--- src/rtl/complete_multi_pkg.sv ---
// complete_multi_pkg: packet types and sizing constants shared by the multi-lane complete stage.
package complete_multi_pkg;
    localparam int XLEN            = 32;
    localparam int PHYS_REG_IDX_SZ = 6;
    localparam logic [PHYS_REG_IDX_SZ-1:0] ZERO_REG = '0;
    localparam int NUM_FU_ALU      = 3;
    localparam int NUM_FU_MULT     = 2;
    localparam int NUM_FU_BRANCH   = 1;
    localparam int NUM_FU_LOAD     = 2;
    localparam int NUM_FU_STORE    = 2;
    localparam int MAX_FU_INDEX    = 4;
    localparam int FU_IDX_SZ       = $clog2(MAX_FU_INDEX);
    localparam int NUM_CO_LANES    = 4;
    localparam int CDB_WIDTH       = 2;

    typedef enum logic [2:0] {
        FU_NONE   = 3'd0,
        FU_ALU    = 3'd1,
        FU_MULT   = 3'd2,
        FU_LOAD   = 3'd3,
        FU_STORE  = 3'd4,
        FU_BRANCH = 3'd5
    } FUNC_UNIT_TYPE;

    typedef struct packed {
        logic                       valid;
        logic [XLEN-1:0]            PC;
        logic [XLEN-1:0]            NPC;
        logic [XLEN-1:0]            result;
        logic                       take_branch;
        logic [PHYS_REG_IDX_SZ-1:0] dest_reg_idx;
        FUNC_UNIT_TYPE              function_type;
        logic [FU_IDX_SZ-1:0]       issued_fu_index;
        logic                       halt;
        logic                       illegal;
    } EX_CO_PACKET;

    typedef struct packed {
        EX_CO_PACKET                ex;
        logic                       regfile_en;
        logic [PHYS_REG_IDX_SZ-1:0] regfile_idx;
        logic [XLEN-1:0]            regfile_data;
    } CO_RE_PACKET;

    function automatic CO_RE_PACKET to_co_re(input EX_CO_PACKET p);
        return '{ex: p,
                 regfile_en: p.valid && p.dest_reg_idx != ZERO_REG,
                 regfile_idx: p.dest_reg_idx,
                 regfile_data: p.take_branch ? p.NPC : p.result};
    endfunction
endpackage

--- src/rtl/complete_lane_fifo.sv ---
// complete_lane_fifo: per-lane holding queue for finished execute results.
module complete_lane_fifo
    import complete_multi_pkg::*;
#(
    parameter int BUF_DEPTH = 2
) (
    input  logic        clock,
    input  logic        reset,
    input  logic        push,
    input  EX_CO_PACKET push_data,
    input  logic        pop,
    input  logic        clear,
    output EX_CO_PACKET head,
    output logic        empty,
    output logic        full
);
    localparam int AW = $clog2(BUF_DEPTH);
    localparam int CW = AW + 1;

    EX_CO_PACKET   mem_q [BUF_DEPTH];
    logic [AW-1:0] wr_q, rd_q;
    logic [CW-1:0] cnt_q;

    assign head  = mem_q[rd_q];
    assign empty = cnt_q == '0;
    assign full  = cnt_q == CW'(BUF_DEPTH);

    always_ff @(posedge clock) begin
        if (!reset || clear) begin
            wr_q  <= '0;
            rd_q  <= '0;
            cnt_q <= '0;
        end else begin
            if (push) begin
                mem_q[wr_q] <= push_data;
                wr_q        <= wr_q + 1'b1;
            end
            if (pop) rd_q <= rd_q + 1'b1;
            cnt_q <= cnt_q + CW'(push) - CW'(pop);
        end
    end
endmodule

--- src/rtl/complete_multi.sv ---
// complete_multi: buffers per-lane execute results and broadcasts up to CDB_WIDTH per cycle
// round-robin, with registered CDB slots and one-cycle functional-unit release pulses.
module complete_multi #(
    parameter int NUM_LANES = complete_multi_pkg::NUM_CO_LANES,
    parameter int CDB_WIDTH = complete_multi_pkg::CDB_WIDTH,
    parameter int BUF_DEPTH = 2
) (
    input  logic                                                clock,
    input  logic                                                reset,
    input  logic                                                squash_en,
    input  logic [NUM_LANES-1:0]                                lane_valid,
    input  complete_multi_pkg::EX_CO_PACKET [NUM_LANES-1:0]     lane_packet,
    output logic [NUM_LANES-1:0]                                lane_ready,
    output logic [CDB_WIDTH-1:0]                                cdb_valid,
    output complete_multi_pkg::CO_RE_PACKET [CDB_WIDTH-1:0]     cdb_packet,
    output logic [complete_multi_pkg::NUM_FU_ALU-1:0]           free_alu,
    output logic [complete_multi_pkg::NUM_FU_MULT-1:0]          free_mult,
    output logic [complete_multi_pkg::NUM_FU_BRANCH-1:0]        free_branch,
    output logic [complete_multi_pkg::NUM_FU_LOAD-1:0]          free_load,
    output logic [complete_multi_pkg::NUM_FU_STORE-1:0]         free_store
);
    import complete_multi_pkg::*;
    localparam int LW = (NUM_LANES > 1) ? $clog2(NUM_LANES) : 1;

    EX_CO_PACKET                  head [NUM_LANES];
    logic [NUM_LANES-1:0]         empty, full, push, grant;
    logic [LW-1:0]                rr_q, rr_d, scan;
    logic [LW-1:0]                slot_lane [CDB_WIDTH];
    int                           slot_n;
    EX_CO_PACKET                  cur;
    logic                         rel;
    logic [CDB_WIDTH-1:0]         cdb_valid_q, cdb_valid_d;
    CO_RE_PACKET [CDB_WIDTH-1:0]  cdb_packet_q, cdb_packet_d;
    logic [NUM_FU_ALU-1:0]        free_alu_q, free_alu_d;
    logic [NUM_FU_MULT-1:0]       free_mult_q, free_mult_d;
    logic [NUM_FU_BRANCH-1:0]     free_branch_q, free_branch_d;
    logic [NUM_FU_LOAD-1:0]       free_load_q, free_load_d;
    logic [NUM_FU_STORE-1:0]      free_store_q, free_store_d;

    // Ready depends on the registered count only, so a full lane stays blocked even while popping.
    assign lane_ready = {NUM_LANES{reset && !squash_en}} & ~full;
    assign push       = lane_valid & lane_ready;

    for (genvar i = 0; i < NUM_LANES; i++) begin : g_lane
        complete_lane_fifo #(.BUF_DEPTH(BUF_DEPTH)) u_fifo (
            .clock     (clock),
            .reset     (reset),
            .push      (push[i]),
            .push_data (lane_packet[i]),
            .pop       (grant[i]),
            .clear     (squash_en),
            .head      (head[i]),
            .empty     (empty[i]),
            .full      (full[i])
        );
    end

    always_comb begin
        grant  = '0;
        rr_d   = rr_q;
        scan   = '0;
        slot_n = 0;
        for (int s = 0; s < CDB_WIDTH; s++) slot_lane[s] = '0;
        for (int k = 0; k < NUM_LANES; k++) begin
            scan = LW'((int'(rr_q) + k) % NUM_LANES);
            if (!empty[scan] && slot_n < CDB_WIDTH) begin
                grant[scan] = 1'b1;
                for (int s = 0; s < CDB_WIDTH; s++) if (s == slot_n) slot_lane[s] = scan;
                slot_n = slot_n + 1;
                rr_d   = LW'((int'(scan) + 1) % NUM_LANES);
            end
        end
    end

    always_comb begin
        cdb_valid_d   = '0;
        cdb_packet_d  = '0;
        free_alu_d    = '0;
        free_mult_d   = '0;
        free_branch_d = '0;
        free_load_d   = '0;
        free_store_d  = '0;
        cur           = '0;
        rel           = 1'b0;
        for (int s = 0; s < CDB_WIDTH; s++) begin
            cur             = head[slot_lane[s]];
            rel             = (s < slot_n) && !cur.halt && !cur.illegal;
            cdb_valid_d[s]  = s < slot_n;
            cdb_packet_d[s] = (s < slot_n) ? to_co_re(cur) : '0;
            free_alu_d    |= (rel && cur.function_type == FU_ALU)    ? (NUM_FU_ALU'(1)    << cur.issued_fu_index) : '0;
            free_mult_d   |= (rel && cur.function_type == FU_MULT)   ? (NUM_FU_MULT'(1)   << cur.issued_fu_index) : '0;
            free_branch_d |= (rel && cur.function_type == FU_BRANCH) ? (NUM_FU_BRANCH'(1) << cur.issued_fu_index) : '0;
            free_load_d   |= (rel && cur.function_type == FU_LOAD)   ? (NUM_FU_LOAD'(1)   << cur.issued_fu_index) : '0;
            free_store_d  |= (rel && cur.function_type == FU_STORE)  ? (NUM_FU_STORE'(1)  << cur.issued_fu_index) : '0;
        end
    end

    always_ff @(posedge clock) begin
        if (!reset) begin
            rr_q          <= '0;
            cdb_valid_q   <= '0;
            cdb_packet_q  <= '0;
            free_alu_q    <= '0;
            free_mult_q   <= '0;
            free_branch_q <= '0;
            free_load_q   <= '0;
            free_store_q  <= '0;
        end else if (squash_en) begin
            cdb_valid_q   <= '0;
            free_alu_q    <= '0;
            free_mult_q   <= '0;
            free_branch_q <= '0;
            free_load_q   <= '0;
            free_store_q  <= '0;
        end else begin
            rr_q          <= rr_d;
            cdb_valid_q   <= cdb_valid_d;
            cdb_packet_q  <= cdb_packet_d;
            free_alu_q    <= free_alu_d;
            free_mult_q   <= free_mult_d;
            free_branch_q <= free_branch_d;
            free_load_q   <= free_load_d;
            free_store_q  <= free_store_d;
        end
    end

    assign cdb_valid   = cdb_valid_q;
    assign cdb_packet  = cdb_packet_q;
    assign free_alu    = free_alu_q;
    assign free_mult   = free_mult_q;
    assign free_branch = free_branch_q;
    assign free_load   = free_load_q;
    assign free_store  = free_store_q;
endmodule

--- config.mk ---
export PLATFORM = sky130hd
export DESIGN_NAME = complete_multi
export DESIGN_NICKNAME = d
export VERILOG_FILES = /design/src/rtl/complete_multi_pkg.sv /design/src/rtl/complete_lane_fifo.sv /design/src/rtl/complete_multi.sv
export SDC_FILE = /design/constraint.sdc
export NUM_CORES = 2
export LEC_CHECK = 0
export CAP_MARGIN = 10
export CELL_PAD_IN_SITES_DETAIL_PLACEMENT = 0
export CELL_PAD_IN_SITES_GLOBAL_PLACEMENT = 1
export CORE_MARGIN = 10
export CORE_UTILIZATION = 45
export CTS_BUF_LIST = sky130_fd_sc_hd__clkbuf_4
export DETAILED_ROUTE_END_ITERATION = 12
export GPL_ROUTABILITY_DRIVEN = 0
export MAX_ROUTING_LAYER = met4
export PLACE_DENSITY_LB_ADDON = 0.1
export SYNTH_ARGS = -nofsm -noshare
export SYNTH_HDL_FRONTEND = slang
export SYNTH_SLANG_ARGS = --single-unit
--- constraint.sdc ---
create_clock -name clock -period 8.3 [get_ports clock]
set_input_delay 1.66 -clock clock [delete_from_list [all_inputs] [get_ports clock]]
set_output_delay 1.66 -clock clock [all_outputs]
set_load 0.005 [all_outputs]
==> impl_metrics.yaml <==
status:
  status: "completed"
critical_path:
  path_cells: "inv_2 > ha_1 > mux4_2 > inv_2 > ha_1 > xnor2_1 > ha_1 > or3b_1 > mux2_4 > buf_4 > mux2i_1 > a211o_1 > and4_1 > nand3_1 > a22o_1"
  endpoint_kind: "flop"
  critPathSlowestCell: "dfxtp_1"
  slowest_delay_ns: 0.98
  crit_buf_inv: 3
  start_kind: "flop"
  cp.arrival_ns: 7.84
  crit_required_ns: 9.25
  crit_fanout: 54
  cpMostUsedCell: "ha_1"
  critPathTopFamily: "multiplexers"
  critPathKind: "flop to flop"
drt:
  dr_total_vias: 37100
  route.detailed.drc: 0
  drt_wl_total_um: 187000
  drtPass1Iterations: 7
  routed_via_density: 5.63
  wire_per_inst_um: 28.4
  drt_iter0_drc: 3429
  postRouteAntennaNets: 0
power_and_ir_drop:
  switchingPower_mw: 11.3
  pwr-share-clk_pct: 21.4
  p_int_mw: 14.3
  p_seq_share_pct: 28.9
  p_leak_nw: 21.6
  switching_share_pct: 44.1
  p_per_area_nw_per_um2: 403
  ir_worst_vdd_uv: 792
  power_frac_comb_pct: 49.7
sta:
  hold_viol: 0
  slew_violations: 0
  rsz0062_at_grt: "no"
  post-route-min-period_ns: 6.89
  max_freq_mhz: 145
  tightest_slew_ns: 1.08
  fin_worst_skew_ns: 0.147
  slew-limit-headroom_pct: 28.1
  fin_tns_setup_ns: 0
  setup_viol: 0
  worst_slack_ns: 1.41
  min_period_over_period_pct: 83.0
grt:
  grt-ovfl-total: 0
  grt_max_degree: 144
  track_usage_pct: 29.7
  antenna_found_initial: 68
  grt_first_pass_wirelength_um: 263000
  grt_pass1_vias: 36700
run:
  drv_cap: 0
layout:
  final_cell_mix: "888 x edfxtp_1, 766 x clkdlybuf4s50_1, 535 x clkbuf_4"
  final_nets: 5244
  multi_input_area_sq_um: 15800
  drive_gt1_share_pct: 16.6
  layout_commonest_cell: "edfxtp_1"
  final-seq-area_sq_um: 33100
  final.fill_count: 9409
  syn_to_final_growth_pct: 26.7
synth:
  synth-seq-cells: 1210
  synth-async-reset-ratio_pct: 0
  syn_area_sq_um: 50200
  synth_edf_count: 888
  ys_types: 70
  ys_warn_count: 0
  syn_inst: 3918
  syn_nets: 4385
  yosysSeqAreaShare_pct: 66.0
  synth_ff_type: "edfxtp_1"
  syn-mean-instance-area_sq_um: 12.8
clock_network:
  clk_pin_slew_ns: 0.06
  cts-htree-levels: 5
  insertion_delay_ns: 1.19
  holdBufCountCts: 0
  cts-resized-gates: 0
  cts_tree: "done"
  cts-root-buf: "clkbuf_4"
  post_cts_buffers: 0
  cts-buffers-inserted: 336
  clock_path_buffers: 4
  cts_sinks: 1210
die:
  start_util_pct: 45.4
  dieArea_sq_um: 125000
  pin_count: 767
  row_count: 122
  core_area_sq_um: 111000
  die_w_um: 354
  die_h_um: 354
placement:
  post-place-ws_ns: 1.48
  io_buffers: 766
  dpl.hpwl_um: 126000
hold_path:
  hp-class: "flop to flop"
## power groups by stage
stage	registers [mW]	clock network, mW	logic [mW]
2_1_floorplan	7.27	0	8.34
3_3_place_gp	7.54	0	12.6
3_5_place_dp	7.55	0	12.7
4_1_cts	7.42	5.61	12.7
5_1_grt	7.46	5.94	13.7
6_report	7.42	5.49	12.7
## worst register-to-register path, cell delays in order (launching register included)
cell and delay [ns]:
dfxtp_1 0.98, inv_2 0.29, ha_1 0.94, mux4_2 0.72
inv_2 0.14, ha_1 0.31, xnor2_1 0.30, ha_1 0.21
or3b_1 0.44, mux2_4 0.60, buf_4 0.79, mux2i_1 0.27
a211o_1 0.23, and4_1 0.22, nand3_1 0.09, a22o_1 0.21
## sequential cells by signal, indices dropped and copies added, names as in the netlist, named ones only
name and count:
cdb_packet 288, cdb_valid 2, free_alu 3, free_branch 1, free_load 2, free_mult 2, free_store 2, g_lane.u_fifo.cnt_q 8
g_lane.u_fifo.mem_q 888, g_lane.u_fifo.rd_q 4, g_lane.u_fifo.wr_q 4, rr_q 2
## path summary, 6_finish.rpt
kind / start / end / slack [ns] / depth (start not counted)
worst max register to register: rr_q[0] / cdb_packet[38] / 1.41 / 15
worst max-delay path: rr_q[0] / cdb_packet[38] / 1.41 / 15
worst min-delay path: cdb_packet[151] / cdb_packet[151] / 0.45 / 2
worst min register to register: cdb_packet[151] / cdb_packet[151] / 0.45 / 2
## area by class of cell
type	instances	area share [%]
sequential	1210	52.1
timing repair buffer	824	13.0
inverter	22	0.132
multi-input combinational	2383	24.8
clock inverter	63	0.564
tap	1488	2.93
antenna	63	0.248
clock buffer	535	6.31
## synthesized netlist by cell type (10+ instances only)
library cell / number / area [sq um]
mux2i_1: 295 / 2950
a31oi_1: 74 / 463
nand3_1: 25 / 125
a22o_1: 104 / 911
ha_1: 16 / 200
nand2_1: 434 / 1630
dfxtp_1: 322 / 6450
a21oi_1: 83 / 415
xnor2_1: 10 / 87.6
nor2_1: 246 / 923
nor3_1: 12 / 60.1
o211ai_1: 74 / 556
buf_2: 40 / 200
a211oi_1: 140 / 1050
buf_4: 21 / 158
a211o_1: 67 / 587
o21ai_0: 417 / 2090
edfxtp_1: 888 / 26700
clkbuf_1: 207 / 777
o21ai_1: 28 / 140
nor2b_1: 70 / 438
buf_1: 25 / 93.8
inv_1: 17 / 63.8
mux2_2: 183 / 2060
## through the flow
step | hold slack [ns] | std cells | utilization, % | instance area (sq um) | total power [mW]
finish | 0.448 | 6588 | 57.5 | 63600 | 25.7
global route | 0.473 | 6577 | 57.5 | 63600 | 27.1
CTS | 0.452 | 6525 | 57.3 | 63500 | 25.7
detailed placement | 0.443 | 5927 | 53.4 | 59100 | 20.2
global placement | 0.434 | 5927 | 53.4 | 59100 | 20.1
floorplan | 0.445 | 3918 | - | 50200 | 15.6
## metal layers
layer  track usage, %  share of wire, %  up-vias
met2             48.0                49     1806
met3             7.72               8.6      291
li1                 -                 -    16700
met5                -                 0        -
met4             11.3               3.1        0
met1             35.7                40    18300
## logic make-up (layout without fill, tap and decap cells)
logic type      count (synthesis)  in the layout  synth area share (%)
xor+xnor                       19             19                 0.332
simple gates                  829            829                  6.91
other cells                     0             63                     0
compound gates               1031           1031                  13.2
buf+inv                       325           1444                  2.86
mux                           488            488                  10.4
fa+ha+maj                      16             16                 0.399
flops                        1210           1210                  66.0
Power figures use the tool's default switching activity.
